--- src/rtl/apu_freq_counter_pkg.sv ---
// Shared definitions for the APU frequency counter: default width and FSM state encoding.
package apu_freq_counter_pkg;

  localparam int unsigned APU_FREQ_WIDTH = 11;

  localparam logic [1:0] ST_IDLE   = 2'd0;
  localparam logic [1:0] ST_RUN    = 2'd1;
  localparam logic [1:0] ST_RELOAD = 2'd2;

endpackage

--- src/rtl/apu_freq_counter.sv ---
// Reloadable up-counter for an APU channel: ticks on overflow and drives the
// load strobe / reload data for the parent's gate-level toggle-cell chain.
module apu_freq_counter
  import apu_freq_counter_pkg::*;
#(
  parameter int unsigned      WIDTH    = APU_FREQ_WIDTH,
  parameter logic [WIDTH-1:0] INIT_CNT = '0
) (
  input  logic             clk,
  input  logic             nreset,
  input  logic             en,
  input  logic             trig,
  input  logic             stop,
  input  logic [WIDTH-1:0] freq,
  output logic [WIDTH-1:0] cnt_q,
  output logic             tick,
  output logic             load,
  output logic [WIDTH-1:0] load_d,
  output logic             running
);

  localparam logic [WIDTH-1:0] MAX = '1;

  logic [1:0]       state_q, state_d;
  logic [WIDTH-1:0] cnt_d;
  logic [WIDTH-1:0] ldat_q, ldat_d;
  logic             tick_q, tick_d;
  logic             load_q, load_nx;

  always_comb begin
    state_d = state_q;
    cnt_d   = cnt_q;
    ldat_d  = ldat_q;
    tick_d  = 1'b0;
    load_nx = 1'b0;

    if (stop) begin
      state_d = ST_IDLE;
    end else begin
      unique case (state_q)
        ST_IDLE: begin
          if (trig) begin
            cnt_d   = freq;
            ldat_d  = freq;
            load_nx = 1'b1;
            state_d = ST_RUN;
          end
        end
        ST_RUN: begin
          if (trig) begin
            cnt_d   = freq;
            ldat_d  = freq;
            load_nx = 1'b1;
          end else if (en) begin
            if (cnt_q == MAX) begin
              // Counter parks at MAX; the tick lands in the RELOAD cycle.
              state_d = ST_RELOAD;
              tick_d  = 1'b1;
            end else begin
              cnt_d = cnt_q + 1'b1;
            end
          end
        end
        ST_RELOAD: begin
          cnt_d   = freq;
          ldat_d  = freq;
          load_nx = 1'b1;
          state_d = ST_RUN;
        end
        default: state_d = ST_IDLE;
      endcase
    end
  end

  always_ff @(posedge clk or negedge nreset) begin
    if (!nreset) begin
      state_q <= ST_IDLE;
      cnt_q   <= INIT_CNT;
      ldat_q  <= '0;
      tick_q  <= 1'b0;
      load_q  <= 1'b0;
    end else begin
      state_q <= state_d;
      cnt_q   <= cnt_d;
      ldat_q  <= ldat_d;
      tick_q  <= tick_d;
      load_q  <= load_nx;
    end
  end

  assign tick    = tick_q;
  assign load    = load_q;
  assign load_d  = ldat_q;
  assign running = (state_q != ST_IDLE);

endmodule
--- config.mk ---
export PLATFORM = sky130hd
export DESIGN_NAME = apu_freq_counter
export DESIGN_NICKNAME = d
export VERILOG_FILES = /design/src/rtl/apu_freq_counter_pkg.sv /design/src/rtl/apu_freq_counter.sv
export SDC_FILE = /design/constraint.sdc
export NUM_CORES = 1
export LEC_CHECK = 0
export BUFFER_PORTS_ARGS = -buffer_cell sky130_fd_sc_hd__buf_2
export CORE_ASPECT_RATIO = 1.2
export CORE_MARGIN = 4
export CORE_UTILIZATION = 50
export CTS_CLUSTER_SIZE = 40
export DETAILED_ROUTE_END_ITERATION = 6
export GPL_TIMING_DRIVEN = 0
export MAX_ROUTING_LAYER = met4
export PLACE_DENSITY_LB_ADDON = 0.25
export RECOVER_POWER = 100
export SETUP_SLACK_MARGIN = 0.05
export SYNTH_ARGS = -nofsm -noshare
export SYNTH_HDL_FRONTEND = slang
export SYNTH_SLANG_ARGS = --single-unit
--- constraint.sdc ---
create_clock -name clk -period 2 [get_ports clk]
set_input_delay 0.4 -clock clk [delete_from_list [all_inputs] [get_ports clk]]
set_output_delay 0.4 -clock clk [all_outputs]
set_load 0.02 [all_outputs]
== After elaboration in Yosys (flattened, before gate mapping) ==
Cells that the tools add are included.
Word-level totals
  bits in latches: 0
  logic and storage cells: 46
  memory bits (read-only): 0
  memories: 0
  output and inout port bits: 25
  register bits after elaboration: 26
  bits in writable memories: 0
Operators by class
  bitwise operators: 1
  muxes and demuxes: 20
  equality and inequality tests: 11
  reductions and logical operators: 8
  multiply operators: 0
  $lt $le $gt $ge: 0
  shift operators: 0
  divide/modulo/power cells: 0
  $add $sub $neg: 1
Operators with widths (number)
  11-bit 2-to-1 mux: 4
  11-bit one-hot mux with 3 select lines: 1
  11-bit one-hot mux with 2 select lines: 1
  3-bit inequality test (second input constant): 6
  11-bit by 1-bit adder with 11-bit output (second input constant): 1
  11-bit equality test (second input constant): 1
  2-bit 2-to-1 mux: 5
  1-bit 2-to-1 mux: 7
  2-bit one-hot mux with 3 select lines: 1
  5-bit AND reduction: 1
  4-bit AND reduction: 1
  2-bit nonzero test: 2
  3-bit AND reduction: 1
  3-bit nonzero test: 1
  2-bit by 1-bit equality test with 1-bit output (second input constant): 1
  2-bit equality test (second input constant): 1
  2-bit logical NOT: 1
  2-bit by 1-bit inequality test with 1-bit output (second input constant): 1
  2-bit inequality test (second input constant): 1
  1-bit one-hot mux with 2 select lines: 1
  2-bit OR reduction: 1
  1-bit inverter: 1

== Logic depth before layout (Yosys ltp) ==
Gate-level depths: netlist (run 1).
  depth in word-level cells: 6
  gate-level depth with buffers: 6
  gate-level depth less buffers: 5

== Worst setup path before layout (run 1) ==
No wires, ideal clock.
  path type: register -> register
  start point: register cnt_q[0]
  end point: register cnt_q[8]
  cell stages (with the launch flop): 6
  arrival: 1.711 ns
  path slack: 0.210 ns
  setup time: 0.079 ns
  path buffers: 0
  clock period less this slack: 1.790 ns
  path through: dfrtp_1 ha_1 nand3_1 or3_1 a221oi_1 a2bb2oi_1
On the way
  word-level cells in the longest chain between the ends: 5
  elaborated cells between the ends (all ways): 8
RTL lines
  from (decl): line apu_freq_counter.sv:15  | output logic [WIDTH-1:0] cnt_q,
  from (signal assigned): line apu_freq_counter.sv:84  | cnt_q <= cnt_d;
  11-bit by 1-bit adder with 11-bit output: line apu_freq_counter.sv:60  | cnt_d = cnt_q + 1'b1;
  11-bit 2-to-1 mux: line apu_freq_counter.sv:55  | if (cnt_q == MAX) begin
  11-bit 2-to-1 mux: line apu_freq_counter.sv:54  | end else if (en) begin
  11-bit 2-to-1 mux: line apu_freq_counter.sv:50  | if (trig) begin
  11-bit one-hot mux with 3 select lines: line apu_freq_counter.sv:40  | unique case (state_q)
Several ways; a longest one is shown, not always the timed one. The select of a mux whose other input is x is not followed.
A chain may end at the register's enable or synchronous reset.

== Final worst setup path (run 1) ==
  start point: register cnt_q[0]
  end point: register cnt_q[1]
The elaborated chain is that of the path after synthesis.

==> impl_metrics.env, run 1 <==
export IMPL_cap_violations=0
export IMPL_wl_per_cell_um=14.2
export IMPL_end_kind="register"
export IMPL_slew_headroom_pct=10.2
export IMPL_numPortBuffers=40
export IMPL_nets=205
export IMPL_grt_max_degree=27
export IMPL_critical_path_max_fanout=10
export IMPL_cpPeakStageDelay_ns=0.47
export IMPL_start_util_pct=51.9
export IMPL_worstPathArrival_ns=2.10
export IMPL_yosysUniqueCellTypes=35
export IMPL_overflow=0
export IMPL_drt_met1_wl_mm=1.24
export IMPL_muxShareOfSynthArea_pct=1.14
export IMPL_routabilityCongestion=0.875
export IMPL_seq_area_um2=652
export IMPL_fin_crit_sh_pct=94.0
export IMPL_multiInputGateArea_um2=616
export IMPL_syn_area_mm2=0.00131
export IMPL_stdcell_count=220
export IMPL_track_usage_pct=19.9
export IMPL_htree_num_levels=1
export IMPL_synth_warnings=0
export IMPL_drive_above_1_share_pct=15.0
export IMPL_hp_class="in2reg"
export IMPL_final_common_cell="nand2_1"
export IMPL_first_pass_iters=4
export IMPL_ys_seq_elements=26
export IMPL_clk_pin_slew_worst_paths_ns=0.14
export IMPL_clock_sinks=26
export IMPL_synth_fa_ha_area_share_pct=0.953
export IMPL_cts_path_max_buffers=2
export IMPL_r2r_start="cnt_q[0]$_DFFE_PN0P_"
export IMPL_fin_util_pct=62.0
export IMPL_num_rows=20
export IMPL_wirelength_mm=3.12
export IMPL_slew_violations=0
export IMPL_p_leak_nw=0.719
export IMPL_io_pins=41
export IMPL_crit_chain="ha_1 > nand3_2 > nor3_4 > a21oi_2 > mux2_1"
export IMPL_ys_seq_area_share_pct=49.6
export IMPL_grt_pass1_vias=1179
export IMPL_numCtsBuffers=3
export IMPL_min_period_ns=1.88
export IMPL_cts_root_buf="clkbuf_4"
export IMPL_tightest_slew_ns=1.35
export IMPL_min_delay_start="stop"
export IMPL_first_iter_violations=36
export IMPL_insertion_delay_ns=0.32
export IMPL_tritoncts="yes"
export IMPL_drc=0
export IMPL_antenna_found_initial=0
export IMPL_synthSimpleGateAreaFrac_pct=23.7
export IMPL_startpoint="cnt_q[0]$_DFFE_PN0P_"
export IMPL_synth_edf_count=0
export IMPL_fin_skew_ns=0.00513
export IMPL_synth_compound_gate_area_share_pct=21.0
export IMPL_critPathRequiredTime_ns=2.22
export IMPL_die_h_um=64.1
export IMPL_run_status="complete, no violations"
export IMPL_postLayoutCellArea_mm2=0.00157
export IMPL_via_per_inst=5.62
export IMPL_criticalPathCategory="reg2reg"
export IMPL_synth_flop_cell="dfrtp_1"
export IMPL_syn_nets=159
export IMPL_synth_xor_area_share_pct=0
export IMPL_dp_cells=215
export IMPL_ir_drop_v=0.000560
export IMPL_fin_ws_ns=0.120
export IMPL_syn2layout_area_growth_pct=19.4
export IMPL_crit_slowest_cell="dfrtp_2"
export IMPL_vias=1236
export IMPL_async_flop_share_pct=100
export IMPL_grt_first_pass_wirelength_mm=5.16
export IMPL_top_layer="met4"
export IMPL_ant_nets=0
export IMPL_setup_viol=0
export IMPL_critPathLaunchType="register"
export IMPL_dp_slack_ns=0.0767
export IMPL_dpl_instance_area_mm2=0.00155
export IMPL_power_density_mw_per_mm2=829
export IMPL_core_area_mm2=0.00253
export IMPL_hold_violations=0
export IMPL_synth_top_family_by_area="simple AND/OR/NAND/NOR gates"
export IMPL_insertedDiodeCount=0
export IMPL_rsz0062_at_grt="no"
export IMPL_dp_hpwl_mm=2.36
export IMPL_die_w_um=54.8
export IMPL_synthCells=142
export IMPL_wl_met3_um=258
export IMPL_fill_cells=241
export IMPL_syn_avg_cell_area_um2=9.24
export IMPL_mostFrequentLayoutCells="42 x nand2_1, 31 x clkbuf_1, 25 x dfrtp_1, 16 x buf_2, 8 x a2bb2oi_1"
export IMPL_max_freq_ghz=0.532
export IMPL_dr_wl_met2_mm=1.56
export IMPL_fin_tns_setup_ns=0
export IMPL_dieArea_mm2=0.00351
## state kept, by name (all words and copies together) (netlist names)
name     flops
load         1
load_d      11
cnt_q       11
tick         1
state_q      2
## power by group
part	internal (mW)	switching, mW
sequential	0.595	0.0632
combinational	0.129	0.249
clock	0.111	0.153
total	0.835	0.465
## cell usage after synthesis (4+ instances only)
library cell	count	share of area [%]
o21ai_0	4	1.5
nand2_1	42	12
a221oi_1	5	3.3
a2bb2oi_1	8	5.3
a21oi_1	4	1.5
nand3_1	6	2.3
clkbuf_1	5	1.4
dfrtp_1	26	50
nor3_1	4	1.5
## final timing paths
path	slack [ns]	cells past startpoint	end
worst max-delay path	0.12	5	cnt_q[1]$_DFFE_PN0P_
worst min-delay path	0.26	2	state_q[0]$_DFFE_PN0P_
worst max register to register	0.12	5	cnt_q[1]$_DFFE_PN0P_
worst min register to register	0.49	2	load_d[4]$_DFFE_PN0P_
max in group asynchronous	0.78	1	cnt_q[0]$_DFFE_PN0P_
min in group asynchronous	0.35	1	load_d[2]$_DFFE_PN0P_
## cell type report
cell class | instances | share of cell area (%)
Sequential cell | 26 | 41.6
Multi-Input combinational cell | 105 | 39.3
Timing Repair Buffer | 41 | 11.3
Tap cell | 33 | 2.63
Clock buffer | 4 | 2.31
Buffer | 8 | 2.23
Inverter | 3 | 0.718
## per-layer routing
layer | vias to the layer above | track usage, %
li1 | 602 | -
met1 | 570 | 25.1
met2 | 56 | 32.2
met3 | 8 | 2.10
met4 | 0 | 6.85
met5 | - | -
## cells by family (layout without fill, tap and decap cells)
| kind of cell | after synthesis | count (layout) |
|---|---|---|
| AO/OA/AOI/OAI | 36 | 36 |
| adder cells (fa/ha/maj) | 1 | 1 |
| AND/OR/NAND/NOR | 67 | 67 |
| multiplexers | 1 | 1 |
| flip-flops | 26 | 26 |
| buffers and inverters | 11 | 56 |
## through the flow
step	power, mW	hold WS, ns
2_1_floorplan	0.911	0.104
3_3_place_gp	1.04	0.413
3_5_place_dp	1.06	0.424
4_1_cts	1.32	0.0727
5_1_grt	1.38	0.259
6_report	1.30	0.262
## timing repair
item | CTS | global route
setup buffers | 0 | 1
hold buffers | 0 | 0
endpoints found under the setup margin | 1 | 1
resized for setup | 1 | 1
endpoints found under the hold margin | 0 | 0
## critical path: cells and delay by family (launching register included)
family	cells	cell delay, ns
flip-flops	1	0.47
AO/OA/AOI/OAI	1	0.42
multiplexers	1	0.38
adder cells (fa/ha/maj)	1	0.26
AND/OR/NAND/NOR	2	0.24
Note: power is estimated with default switching activity, not from simulation.
==> run 2, diff against run 1 <==
--- a/config.mk
+++ b/config.mk
@@ -5,10 +5,12 @@
 export SDC_FILE = /design/constraint.sdc
 export NUM_CORES = 1
 export LEC_CHECK = 0
+export ABC_AREA = 1
 export BUFFER_PORTS_ARGS = -buffer_cell sky130_fd_sc_hd__buf_2
+export CAP_MARGIN = 0
 export CORE_ASPECT_RATIO = 1.2
 export CORE_MARGIN = 4
-export CORE_UTILIZATION = 50
+export CORE_UTILIZATION = 51
 export CTS_CLUSTER_SIZE = 40
 export DETAILED_ROUTE_END_ITERATION = 6
 export GPL_TIMING_DRIVEN = 0
==> impl_metrics.env, run 2 <==
export IMPL_postCtsSetupBuffers=0
export IMPL_slew_violations=0
export IMPL_wirelength_mm=3.13
export IMPL_worstPathArrival_ns=1.93
export IMPL_first_pass_iters=4
export IMPL_cpPeakStageDelay_ns=0.49
export IMPL_tritoncts="yes"
export IMPL_first_iter_violations=26
export IMPL_cts_resized=0
export IMPL_crit_chain="ha_1 > nand2_1 > nor2_4 > nand4_2 > nand2_1 > buf_6 > nand2_1 > o21ai_0"
export IMPL_die_h_um=65.5
export IMPL_critPathTopFamily="simple AND/OR/NAND/NOR gates"
export IMPL_syn_nets=202
export IMPL_antenna_found_initial=0
export IMPL_rsz0062_at_grt="no"
export IMPL_setup_viol=0
export IMPL_critPathLaunchType="register"
export IMPL_crit_slowest_cell="dfrtp_1"
export IMPL_criticalPathCategory="reg2reg"
export IMPL_start_util_pct=54.5
export IMPL_dp_cells=258
export IMPL_r2r_start="cnt_q[0]$_DFFE_PN0P_"
export IMPL_yosys_area_top_type="dfrtp_1"
export IMPL_synth_top_area_share_pct=46.3
export IMPL_drive_above_1_share_pct=12.7
export IMPL_max_freq_ghz=0.591
export IMPL_nets=247
export IMPL_drc=0
export IMPL_syn2layout_area_growth_pct=15.9
export IMPL_end_kind="register"
export IMPL_fin_skew_ns=0.00344
export IMPL_tightest_slew_ns=1.34
export IMPL_final_common_cell="nand2_1"
export IMPL_clk_pin_slew_worst_paths_ns=0.14
export IMPL_yosysUniqueCellTypes=23
export IMPL_grt_first_pass_wirelength_mm=5.29
export IMPL_grt_max_degree=27
export IMPL_htree_num_levels=1
export IMPL_wl_per_cell_um=11.9
export IMPL_slew_headroom_pct=10.7
export IMPL_min_delay_start="freq[9]"
export IMPL_clock_sinks=26
export IMPL_numCtsBuffers=3
export IMPL_insertion_delay_ns=0.31
export IMPL_ys_seq_elements=26
export IMPL_min_period_ns=1.69
export IMPL_crit_top_cell="nand2_1"
export IMPL_ys_top_cells_by_area="dfrtp_1 46%, nand2_1 19%, nand3_1 5.3%"
export IMPL_overflow=0
export IMPL_cap_violations=0
export IMPL_cp_num_buf_inv=1
export IMPL_power_total_mw=1.30
export IMPL_hold_buffers=0
export IMPL_synth_most_common_cell="nand2_1"
export IMPL_hp_class="in2reg"
export IMPL_critical_path_max_fanout=10
export IMPL_async_flop_share_pct=100
export IMPL_insertedDiodeCount=0
export IMPL_stdcell_count=262
export IMPL_dp_hpwl_mm=2.44
export IMPL_ir_drop_v=0.000398
export IMPL_cts_path_max_buffers=2
export IMPL_fin_ws_ns=0.309
export IMPL_routabilityCongestion=0.842
export IMPL_power_density_mw_per_mm2=798
export IMPL_startpoint="cnt_q[0]$_DFFE_PN0P_"
export IMPL_core_area_mm2=0.00258
export IMPL_track_usage_pct=18.4
export IMPL_via_per_inst=4.93
export IMPL_syn_area_mm2=0.00141
export IMPL_run_status="complete, no violations"
export IMPL_numPortBuffers=40
export IMPL_hold_violations=0
export IMPL_ys_seq_area_share_pct=46.3
export IMPL_dp_slack_ns=0.480
export IMPL_fin_tns_setup_ns=0
export IMPL_num_rows=20
export IMPL_synthTopCellsByCount="71 x nand2_1, 26 x dfrtp_1, 19 x inv_1"
export IMPL_ant_nets=0
export IMPL_synth_flop_cell="dfrtp_1"
export IMPL_p_leak_nw=0.843
export IMPL_grt_pass1_vias=1250
export IMPL_critPathRequiredTime_ns=2.24
export IMPL_mostFrequentLayoutCells="73 x nand2_1, 27 x clkbuf_1, 26 x dfrtp_1, 22 x inv_1"
export IMPL_fin_crit_sh_pct=84.5
export IMPL_synth_edf_count=0
export IMPL_syn_avg_cell_area_um2=7.60
export IMPL_cts_root_buf="clkbuf_4"
export IMPL_synth_warnings=0
export IMPL_io_pins=41
export IMPL_synthCells=185
export IMPL_vias=1292
export IMPL_dieArea_mm2=0.00366
export IMPL_die_w_um=55.9
-- run 2: changes by cell type after synthesis, sizes merged, moves of 8 or more --
cell	delta
a2bb2oi	-8
nand3	+10
nor2	+13
inv	+20
o21ai	+13
nand2	+32
-- run 2: final timing paths --
check | end | slack (ns) | cells past startpoint
setup / recovery | cnt_q[6]$_DFFE_PN0P_ | 0.31 | 8
hold / removal | load_d[9]$_DFFE_PN0P_ | 0.30 | 3
setup reg to reg | cnt_q[6]$_DFFE_PN0P_ | 0.31 | 8
hold reg to reg | load_d[9]$_DFFE_PN0P_ | 0.49 | 2
max in group asynchronous | cnt_q[9]$_DFFE_PN0P_ | 0.87 | 1
min in group asynchronous | load_d[5]$_DFFE_PN0P_ | 0.36 | 1
-- run 2: logic make-up (layout without fill, tap and decap cells) --
| group | count (synthesis) | in the layout | share of synthesized area, % |
|---|---|---|---|
| and+or+nand+nor | 110 | 110 | 35.4 |
| adders and majority gates | 1 | 1 | 0.890 |
| AOI/OAI and AO/OA | 22 | 22 | 9.26 |
| DFF | 26 | 26 | 46.3 |
| buffers and inverters | 26 | 70 | 8.10 |
-- run 2: worst register-to-register path, stage by stage (launching register included) --
cell	delay, ns
dfrtp_1	0.49
ha_1	0.20
nand2_1	0.16
nor2_4	0.20
nand4_2	0.09
nand2_1	0.19
buf_6	0.17
nand2_1	0.05
o21ai_0	0.07
-- run 2: cell type report --
| class | count | area, µm² |
|---|---|---|
| buffer | 3 | 20.0 |
| clock buffer | 4 | 36.3 |
| fill | 267 | 948 |
| inverter | 23 | 86.3 |
| multi-input combinational | 133 | 627 |
| sequential | 26 | 651 |
| tap | 33 | 41.3 |
| timing repair buffer | 40 | 168 |
-- run 2: per-stage QoR --
| step | hold WS, ns | area [µm²] | utilization, % |
|---|---|---|---|
| global route | 0.297 | 1630 | 63.2 |
| global placement | 0.429 | 1650 | 63.9 |
| finish | 0.296 | 1630 | 63.2 |
| CTS | 0.0699 | 1680 | 65.3 |
| detailed placement | 0.426 | 1650 | 63.9 |
| floorplan | 0.104 | 1410 | - |
-- run 2: metal layers --
metal	up-vias	track usage (%)	share of wire, %
met4	0	6.53	1.9
met1	591	22.0	43
met3	6	2.55	4.9
li1	666	-	-
met5	-	-	0
met2	29	32.0	51
-- run 2: report_power, final --
group,switching [mW],internal [mW],leakage (nW),total [mW]
Combinational,0.254,0.113,0.499,0.367
Clock,0.152,0.111,0.0210,0.264
Sequential,0.0759,0.594,0.323,0.670
Total,0.482,0.818,0.843,1.30
